<file path="src/rtl/key_click_decoder.sv">
// Groups debounced key-press strobes into click sequences closed by an
// inactivity window or by reaching MAX_CLICKS; emits a one-cycle strobe plus count.
module key_click_decoder #(
  parameter int WINDOW_CYCLES = 8,
  parameter int MAX_CLICKS    = 3,
  parameter int CNT_W         = $clog2(MAX_CLICKS + 1)
) (
  input  logic             clk_i,
  input  logic             rst_i,
  input  logic             key_pressed_stb_i,
  output logic             click_valid_o,
  output logic [CNT_W-1:0] click_cnt_o,
  output logic             busy_o
);

  localparam int TMR_W = $clog2(WINDOW_CYCLES);

  localparam logic [CNT_W-1:0] CNT_LAST  = CNT_W'(MAX_CLICKS - 1);
  localparam logic [CNT_W-1:0] CNT_MAX   = CNT_W'(MAX_CLICKS);
  localparam logic [TMR_W-1:0] TMR_LAST  = TMR_W'(WINDOW_CYCLES - 1);

  typedef enum logic [0:0] {
    ST_IDLE  = 1'b0,
    ST_COUNT = 1'b1
  } state_t;

  state_t             state_r, state_nxt_s;
  logic [CNT_W-1:0]   cnt_r, cnt_nxt_s;
  logic [TMR_W-1:0]   timer_r, timer_nxt_s;
  logic               emit_s;
  logic [CNT_W-1:0]   emit_cnt_s;
  logic               click_valid_r;
  logic [CNT_W-1:0]   click_cnt_r;

  // State, click counter and silence timer registers
  always_ff @(posedge clk_i) begin
    if (rst_i) begin
      state_r <= ST_IDLE;
      cnt_r   <= '0;
      timer_r <= '0;
    end else begin
      state_r <= state_nxt_s;
      cnt_r   <= cnt_nxt_s;
      timer_r <= timer_nxt_s;
    end
  end

  // Next-state logic; a strobe always takes priority over a timeout
  always_comb begin
    state_nxt_s = state_r;
    cnt_nxt_s   = cnt_r;
    timer_nxt_s = timer_r;
    case (state_r)
      ST_IDLE: begin
        if (key_pressed_stb_i) begin
          state_nxt_s = ST_COUNT;
          cnt_nxt_s   = CNT_W'(1);
          timer_nxt_s = '0;
        end else begin
          state_nxt_s = ST_IDLE;
        end
      end
      ST_COUNT: begin
        if (key_pressed_stb_i) begin
          timer_nxt_s = '0;
          if (cnt_r == CNT_LAST) begin
            state_nxt_s = ST_IDLE;
            cnt_nxt_s   = '0;
          end else begin
            cnt_nxt_s   = cnt_r + CNT_W'(1);
          end
        end else if (timer_r == TMR_LAST) begin
          state_nxt_s = ST_IDLE;
          cnt_nxt_s   = '0;
          timer_nxt_s = '0;
        end else begin
          timer_nxt_s = timer_r + TMR_W'(1);
        end
      end
      default: begin
        state_nxt_s = ST_IDLE;
        cnt_nxt_s   = '0;
        timer_nxt_s = '0;
      end
    endcase
  end

  // Emit decision: sequence closes on the last allowed click or on timeout
  always_comb begin
    emit_s     = 1'b0;
    emit_cnt_s = click_cnt_r;
    case (state_r)
      ST_IDLE: begin
        emit_s = 1'b0;
      end
      ST_COUNT: begin
        if (key_pressed_stb_i && (cnt_r == CNT_LAST)) begin
          emit_s     = 1'b1;
          emit_cnt_s = CNT_MAX;
        end else if (!key_pressed_stb_i && (timer_r == TMR_LAST)) begin
          emit_s     = 1'b1;
          emit_cnt_s = cnt_r;
        end else begin
          emit_s = 1'b0;
        end
      end
      default: begin
        emit_s = 1'b0;
      end
    endcase
  end

  // Registered result strobe; the count holds between strobes
  always_ff @(posedge clk_i) begin
    if (rst_i) begin
      click_valid_r <= 1'b0;
      click_cnt_r   <= '0;
    end else begin
      click_valid_r <= emit_s;
      click_cnt_r   <= emit_cnt_s;
    end
  end

  assign click_valid_o = click_valid_r;
  assign click_cnt_o   = click_cnt_r;
  assign busy_o        = (state_r == ST_COUNT);

endmodule

</file>
<file path="config.mk">
export PLATFORM = sky130hd
export DESIGN_NAME = key_click_decoder
export DESIGN_NICKNAME = d
export VERILOG_FILES = /design/src/rtl/key_click_decoder.sv
export SDC_FILE = /design/constraint.sdc
export NUM_CORES = 1
export LEC_CHECK = 0
export CORE_AREA = 2 2 39 41
export DETAILED_ROUTE_END_ITERATION = 7
export DIE_AREA = 0 0 41 43
export PLACE_DENSITY = 0.57
export SLEW_MARGIN = 20
export SYNTH_ARGS = -nofsm -noshare
export SYNTH_HDL_FRONTEND = slang
export SYNTH_SLANG_ARGS = --single-unit
</file>
<file path="constraint.sdc">
create_clock -name clk_i -period 1.55 [get_ports clk_i]
set_input_delay 0.31 -clock clk_i [delete_from_list [all_inputs] [get_ports clk_i]]
set_output_delay 0.31 -clock clk_i [all_outputs]
set_load 0.01 [all_outputs]
</file>
==> flow_summary_export.csv, run 1 <==
group,metric,value,unit
floorplanning,pin_count,7,
timing,post-route-period-util,93.41,%
synth,synthCells,42,
timing,final_max_slew_viol_count,0,
synth,yosysMostFrequentCell,"dfxtp_1",
floorplanning,dieWidth,41,microns
timing,fin_skew,0.004348,ns
timing,rsz0062_at_grt,"no",
setup_path,crit_buf_inv,1,
floorplanning,start_util,30.83,%
detailed_routing,vias,332,
layout,drive_above_1_share,15.38,%
synth,synth-edff-count,0,
timing,fin_setup_tns,0,ns
setup_path,max_stage_delay,0.53,ns
setup_path,critical_path_class,"reg -> out",
timing,max_freq,690.7,MHz
timing,finalSetupViolCount,0,
grt,overflow,0,
synth,synthTopCellsByArea,"dfxtp_1 (42%), ha_1 (8.8%), buf_6 (5.3%)",
setup_path,arrival,1.14,ns
setup_path,path_cells,"clkdlybuf4s50_1",
synth,yosys_warnings,0,
setup_path,critPathLaunchType,"flip-flop",
synth,avgSynthCellArea,10.16,sq um
synth,synth_nets,48,
clock_network,clk_pin_slew_worst_paths,0.06,ns
synth,synth_area_leader_cell,"dfxtp_1",
detailed_routing,vias_per_cell,4.882,
clock_network,ctsResizeCount,0,
placement,portBuffers,6,
power_and_ir_drop,irDropWorstVdd,0.4211,mV
synth,synth_seq_cells,9,
clock_network,clk_latency,0.27,ns
placement,gp_congestion,0.6929,
floorplanning,core,0.001384,sq mm
power_and_ir_drop,p_leak,0.2146,nW
layout,insertedDiodeCount,0,
timing,period_minus_slack,1.448,ns
clock_network,cts_tree,"yes",
synth,yosysSeqAreaShare,42.23,%
timing,finalHoldViolations,0,
detailed_routing,wl,761,microns
job,cap_violations,0,
placement,dp_hpwl,527.6,microns
layout,fill_cells,149,
setup_path,cp_top_family,"buffers and inverters",
min_path,min_path_type,"reg -> reg",
layout,area_growth,24.05,%
status,status,"completed",
detailed_routing,wl_per_cell,11.19,microns
setup_path,crit_required,1.24,ns
grt,grt_pass1_vias,273,
grt,track_usage,11.63,%
timing,worst_pin_slew,0.2000,ns
grt,grt_pass1_wl,1200,microns
layout,nets,59,
clock_network,clockRootBuffer,"clkbuf_4",
placement,placed_area,503.0,sq um
detailed_routing,route.detailed.drc,0,
setup_path,cp-end-kind,"output port",
floorplanning,rows,14,
clock_network,cts_buffer_depth,2,
setup_path,slowest_stage,"clkdlybuf4s50_1",
timing,slew_headroom,86.65,%
floorplanning,dieArea,0.001763,sq mm
power_and_ir_drop,power.density,899.3,mW/mm^2
clock_network,cts_buffers,3,
grt,grt_max_degree,13,
clock_network,clock-sinks,9,
floorplanning,dieHeight,43,microns
synth,synth_commonest_cells,"dfxtp_1 (9), a21oi_1 (4), ha_1 (3), nand3b_1 (3)",
detailed_routing,drt.antenna.violating_nets,0,
detailed_routing,drt-pass1-iter-count,3,
synth,synth_area,426.7,sq um
grt,antenna_found_initial,0,
synth,async_flop_share,0,%
setup_path,path_max_fanout,2,
clock_network,postCtsHoldBufs,0,
layout,finalInstanceArea,529.3,sq um
synth,synth_ff_type,"dfxtp_1",
synth,synth_top_area_share,42.23,%
detailed_routing,first_iter_violations,2,
clock_network,cts_max_level,1,
synth,synth.distinct_cells,18,
clock_network,cts_setup_buffers,0,
-- state kept, by name, indices dropped and copies added, names as in the netlist --
register / flops
busy_o: 1
click_cnt_o: 2
timer_r: 3
click_valid_o: 1
cnt_r: 2
-- worst paths after layout --
check,from,end,slack (ns),depth (start not counted)
worst max register to register,timer_r[0],click_cnt_o[1],0.22,5
worst min-delay path,click_cnt_o[0],click_cnt_o[0],0.53,1
worst min register to register,click_cnt_o[0],click_cnt_o[0],0.53,1
worst max-delay path,click_cnt_o[1],click_cnt_o[1],0.10,1
-- worst register-to-register path, stage by stage, from the launching register on --
cell and delay [ns]:
dfxtp_1 0.33, ha_1 0.22, ha_1 0.20, nand3b_1 0.16, nand2_1 0.09, o221a_1 0.22
-- placed cells by master (no fill, tap or decap) --
| cell | count |
|---|---|
| nand4b_1 | 2 |
| o21ai_0 | 2 |
| clkbuf_4 | 3 |
| clkbuf_1 | 1 |
| nand2_1 | 2 |
| a22oi_1 | 1 |
| nor2_1 | 2 |
| nor3_1 | 2 |
| clkdlybuf4s50_1 | 6 |
| dfxtp_1 | 9 |
| buf_4 | 3 |
| o221a_1 | 2 |
| nand3b_1 | 3 |
| nor3b_1 | 1 |
| nor3_2 | 1 |
| mux2i_1 | 2 |
| ha_1 | 3 |
| nor3b_2 | 1 |
| inv_1 | 2 |
| a21oi_1 | 4 |
-- report_power, final --
group	switching, W	leakage (nW)	internal (W)
clock network	0.0000880	0.0150	0.0000996
registers	0.00000593	0.0732	0.000237
logic	0.0000208	0.126	0.0000245
total	0.000115	0.215	0.000361
-- layer usage --
metal  vias up  track usage, %  wire length, microns
li1        173               -                     -
met5         -               0                     0
met2         7           14.37                   314
met4         0           10.00                    35
met3         5           9.424                    47
met1       147           11.84                   364
-- stage by stage --
step / worst slack (ns) / std cells / utilization (%) / hold WS, ns / total power (W)
global route: 0.02742 / 68 / 38.25 / 0.5573 / 0.0005001
detailed placement: 0.1259 / 64 / 36.35 / 0.5230 / 0.0002939
CTS: 0.08778 / 68 / 38.25 / 0.5374 / 0.0004822
floorplan: 0.3125 / 42 / - / 0.4980 / 0.0002794
global placement: 0.1621 / 64 / 36.35 / 0.5129 / 0.0002941
finish: 0.1022 / 68 / 38.25 / 0.5308 / 0.0004760
-- area by class of cell --
| class | count | area, sq um | area share (%) |
|---|---|---|---|
| multi-input combinational | 28 | 212.7 | 40.19 |
| sequential | 9 | 180.2 | 34.04 |
| timing repair buffer | 9 | 82.58 | 15.60 |
| clock buffer | 4 | 26.28 | 4.965 |
| tap | 16 | 20.02 | 3.783 |
| inverter | 2 | 7.507 | 1.418 |
-- cells by family (layout without fill, tap and decap cells) --
logic type,count (synthesis),count (layout),synth area share [%]
adder cells (fa/ha/maj),3,3,8.799
multiplexers,2,2,4.692
AND/OR/NAND/NOR,14,14,22.29
buffers and inverters,5,15,7.917
flip-flops,9,9,42.23
AO/OA/AOI/OAI,9,9,14.08
No activity file was read; power rests on OpenSTA's default activity.
==> inputs of run 2 (changes only) <==
--- a/config.mk
+++ b/config.mk
@@ -8,7 +8,8 @@
 export CORE_AREA = 2 2 39 41
 export DETAILED_ROUTE_END_ITERATION = 7
 export DIE_AREA = 0 0 41 43
-export PLACE_DENSITY = 0.57
+export DONT_BUFFER_PORTS = 1
+export PLACE_DENSITY = 0.5
 export SLEW_MARGIN = 20
 export SYNTH_ARGS = -nofsm -noshare
 export SYNTH_HDL_FRONTEND = slang
==> run 2 against run 1 <==
Compared with the run above:
- sequential share of layout area is 5.6 points higher
- count of clock-buffer cells in the layout stayed put
- utilization down 5.4 points
- worst hold slack worse by 0.42 ns
- highest routed layer unchanged
- clock power shrank 6%
- first-iteration DRC count grew to 2.5 times the previous value
- register-to-register slack about the same
- routed wire length shrank 0.53%
- via count down 4.5%
==> flow_summary_export.csv, run 2 (same netlist as run 1, synthesis figures left out) <==
group,metric,value,unit
timing,fin_setup_tns,0,ns
timing,fin_skew,0.005775,ns
setup_path,cp-endpoint,"click_cnt_o[1]",
floorplanning,dieArea,0.001763,sq mm
detailed_routing,wl_per_cell,12.62,microns
timing,finalSetupViolCount,0,
layout,drive_above_1_share,13.64,%
timing,finalHoldViolations,0,
clock_network,ctsResizeCount,0,
detailed_routing,drt.antenna.violating_nets,0,
layout,fin_cells,60,
setup_path,reg2reg_slack,0.22,ns
setup_path,crit_top_cell,"ha_1",
power_and_ir_drop,power.switching,0.00009591,W
setup_path,critPathLaunchType,"flip-flop",
placement,dp_hpwl,572.1,microns
clock_network,cts_buffer_depth,2,
placement,dp_cells,56,
detailed_routing,vias_per_cell,5.283,
floorplanning,core,0.001384,sq mm
floorplanning,start_util,30.83,%
power_and_ir_drop,p_leak,0.1833,nW
setup_path,critical_path_class,"reg -> reg",
timing,post-route-period-util,85.79,%
floorplanning,dieHeight,43,microns
detailed_routing,drt-pass1-iter-count,2,
power_and_ir_drop,power,0.0004459,W
layout,largest_register_ffs,3,
layout,largest_register,"timer_r",
power_and_ir_drop,p_comb_share,5.2,%
clock_network,clock-sinks,9,
job,cap_violations,0,
floorplanning,pin_count,7,
layout,insertedDiodeCount,0,
grt,antenna_found_initial,0,
detailed_routing,first_iter_violations,5,
layout,nets,51,
setup_path,worstReg2RegEnd,"click_cnt_o[1]",
detailed_routing,dr.max_layer_used,"met4",
setup_path,r2r-start,"timer_r[0]",
placement,portBuffers,0,
setup_path,max_stage_delay,0.33,ns
power_and_ir_drop,irDropWorstVdd,0.2427,mV
detailed_routing,route.detailed.drc,0,
setup_path,path_cells,"ha_1, ha_1, nand3b_1, nand2_1, o221a_1",
setup_path,r2r_cells,5,
timing,max_freq,752.0,MHz
detailed_routing,wl_met1,309,microns
setup_path,crit_required,1.70,ns
grt,grt_pass1_wl,1214,microns
power_and_ir_drop,p_clk_share,39.4,%
timing,slew_headroom,76.61,%
timing,worst_pin_slew,0.3504,ns
layout,final_cell_mix,"dfxtp_1 (9), a21oi_1 (4), nand3b_1 (3), ha_1 (3), clkbuf_4 (3)",
power_and_ir_drop,p_seq_share,55.4,%
grt,track_usage,11.26,%
min_path,min_path_type,"in -> reg",
status,status,"completed",
clock_network,cts_tree,"yes",
timing,rsz0062_at_grt,"no",
setup_path,path_max_fanout,4,
clock_network,postCtsHoldBufs,0,
detailed_routing,wl_met2,346,microns
layout,area_growth,6.452,%
setup_path,cp-end-kind,"flip-flop",
grt,overflow,0,
clock_network,clk_latency,0.26,ns
detailed_routing,wl_met3,73,microns
detailed_routing,vias,317,
detailed_routing,wl,757,microns
clock_network,clk_pin_slew_worst_paths,0.06,ns
clock_network,clockRootBuffer,"clkbuf_4",
layout,final_common_cell,"dfxtp_1",
timing,final_max_slew_viol_count,0,
timing,period_minus_slack,1.330,ns
clock_network,cts_max_level,1,
setup_path,arrival,1.48,ns
floorplanning,rows,14,
placement,gp_congestion,0.6695,
setup_path,startpoint,"timer_r[0]",
clock_network,cts_buffers,3,
power_and_ir_drop,power.internal,0.0003500,W
grt,grt_max_degree,12,
power_and_ir_drop,swShare,21.51,%
grt,grt_pass1_vias,298,
power_and_ir_drop,power.density,981.8,mW/mm^2
setup_path,slowest_stage,"dfxtp_1",
layout,final_util,32.82,%
floorplanning,dieWidth,41,microns
clock_network,cts_setup_buffers,0,
## run 2: cell types whose count changed in the layout (fill, tap and decap cells not counted)
cell and change:
clkdlybuf4s50_1 -6, buf_4 -2
## run 2: area by class of cell
class                           count  area [sq um]
Multi-Input combinational cell     28         212.7
Inverter                            2         7.507
Tap cell                           16         20.02
Timing Repair Buffer                1         7.507
Clock buffer                        4         26.28
Sequential cell                     9         180.2
Fill cell                         137         929.6
## run 2: metal layers
metal	vias to the layer above	track usage (%)
li1	157	-
met2	11	14.69
met1	145	11.61
met5	-	0
met4	0	10.00
met3	4	7.330
## run 2: how the worst min path moves through the flow
stage / start / to / cells past startpoint
5_1_grt: rst_i / click_valid_o / 1
3_5_place_dp: rst_i / click_valid_o / 1
2_1_floorplan: cnt_r[0] / cnt_r[1] / 2
4_1_cts: rst_i / click_valid_o / 1
6_report: rst_i / click_valid_o / 1
3_3_place_gp: key_pressed_stb_i / timer_r[0] / 1
## run 2: power groups by stage
stage / Combinational, W / Clock, W / Sequential (W)
floorplan: 0.0000308 / 0 / 0.000249
global placement: 0.0000222 / 0 / 0.000252
detailed placement: 0.0000232 / 0 / 0.000252
CTS: 0.0000235 / 0.000177 / 0.000247
global route: 0.0000257 / 0.000196 / 0.000248
finish: 0.0000232 / 0.000176 / 0.000247
## run 2: worst max-delay path: cells and delay by family (launching register included)
family	cells	cell delay (ns)
AO/OA/AOI/OAI	1	0.22
AND/OR/NAND/NOR	2	0.25
adder cells (fa/ha/maj)	2	0.43
flip-flops	1	0.33
## run 2: per-stage QoR
step	hold slack [ns]	area [sq um]	setup WS, ns
floorplan	0.4980	426.7	0.3125
global placement	0.3808	427.9	0.2600
detailed placement	0.3832	427.9	0.2181
CTS	0.1137	454.2	0.2109
global route	0.09497	454.2	0.1230
finish	0.1125	454.2	0.2202
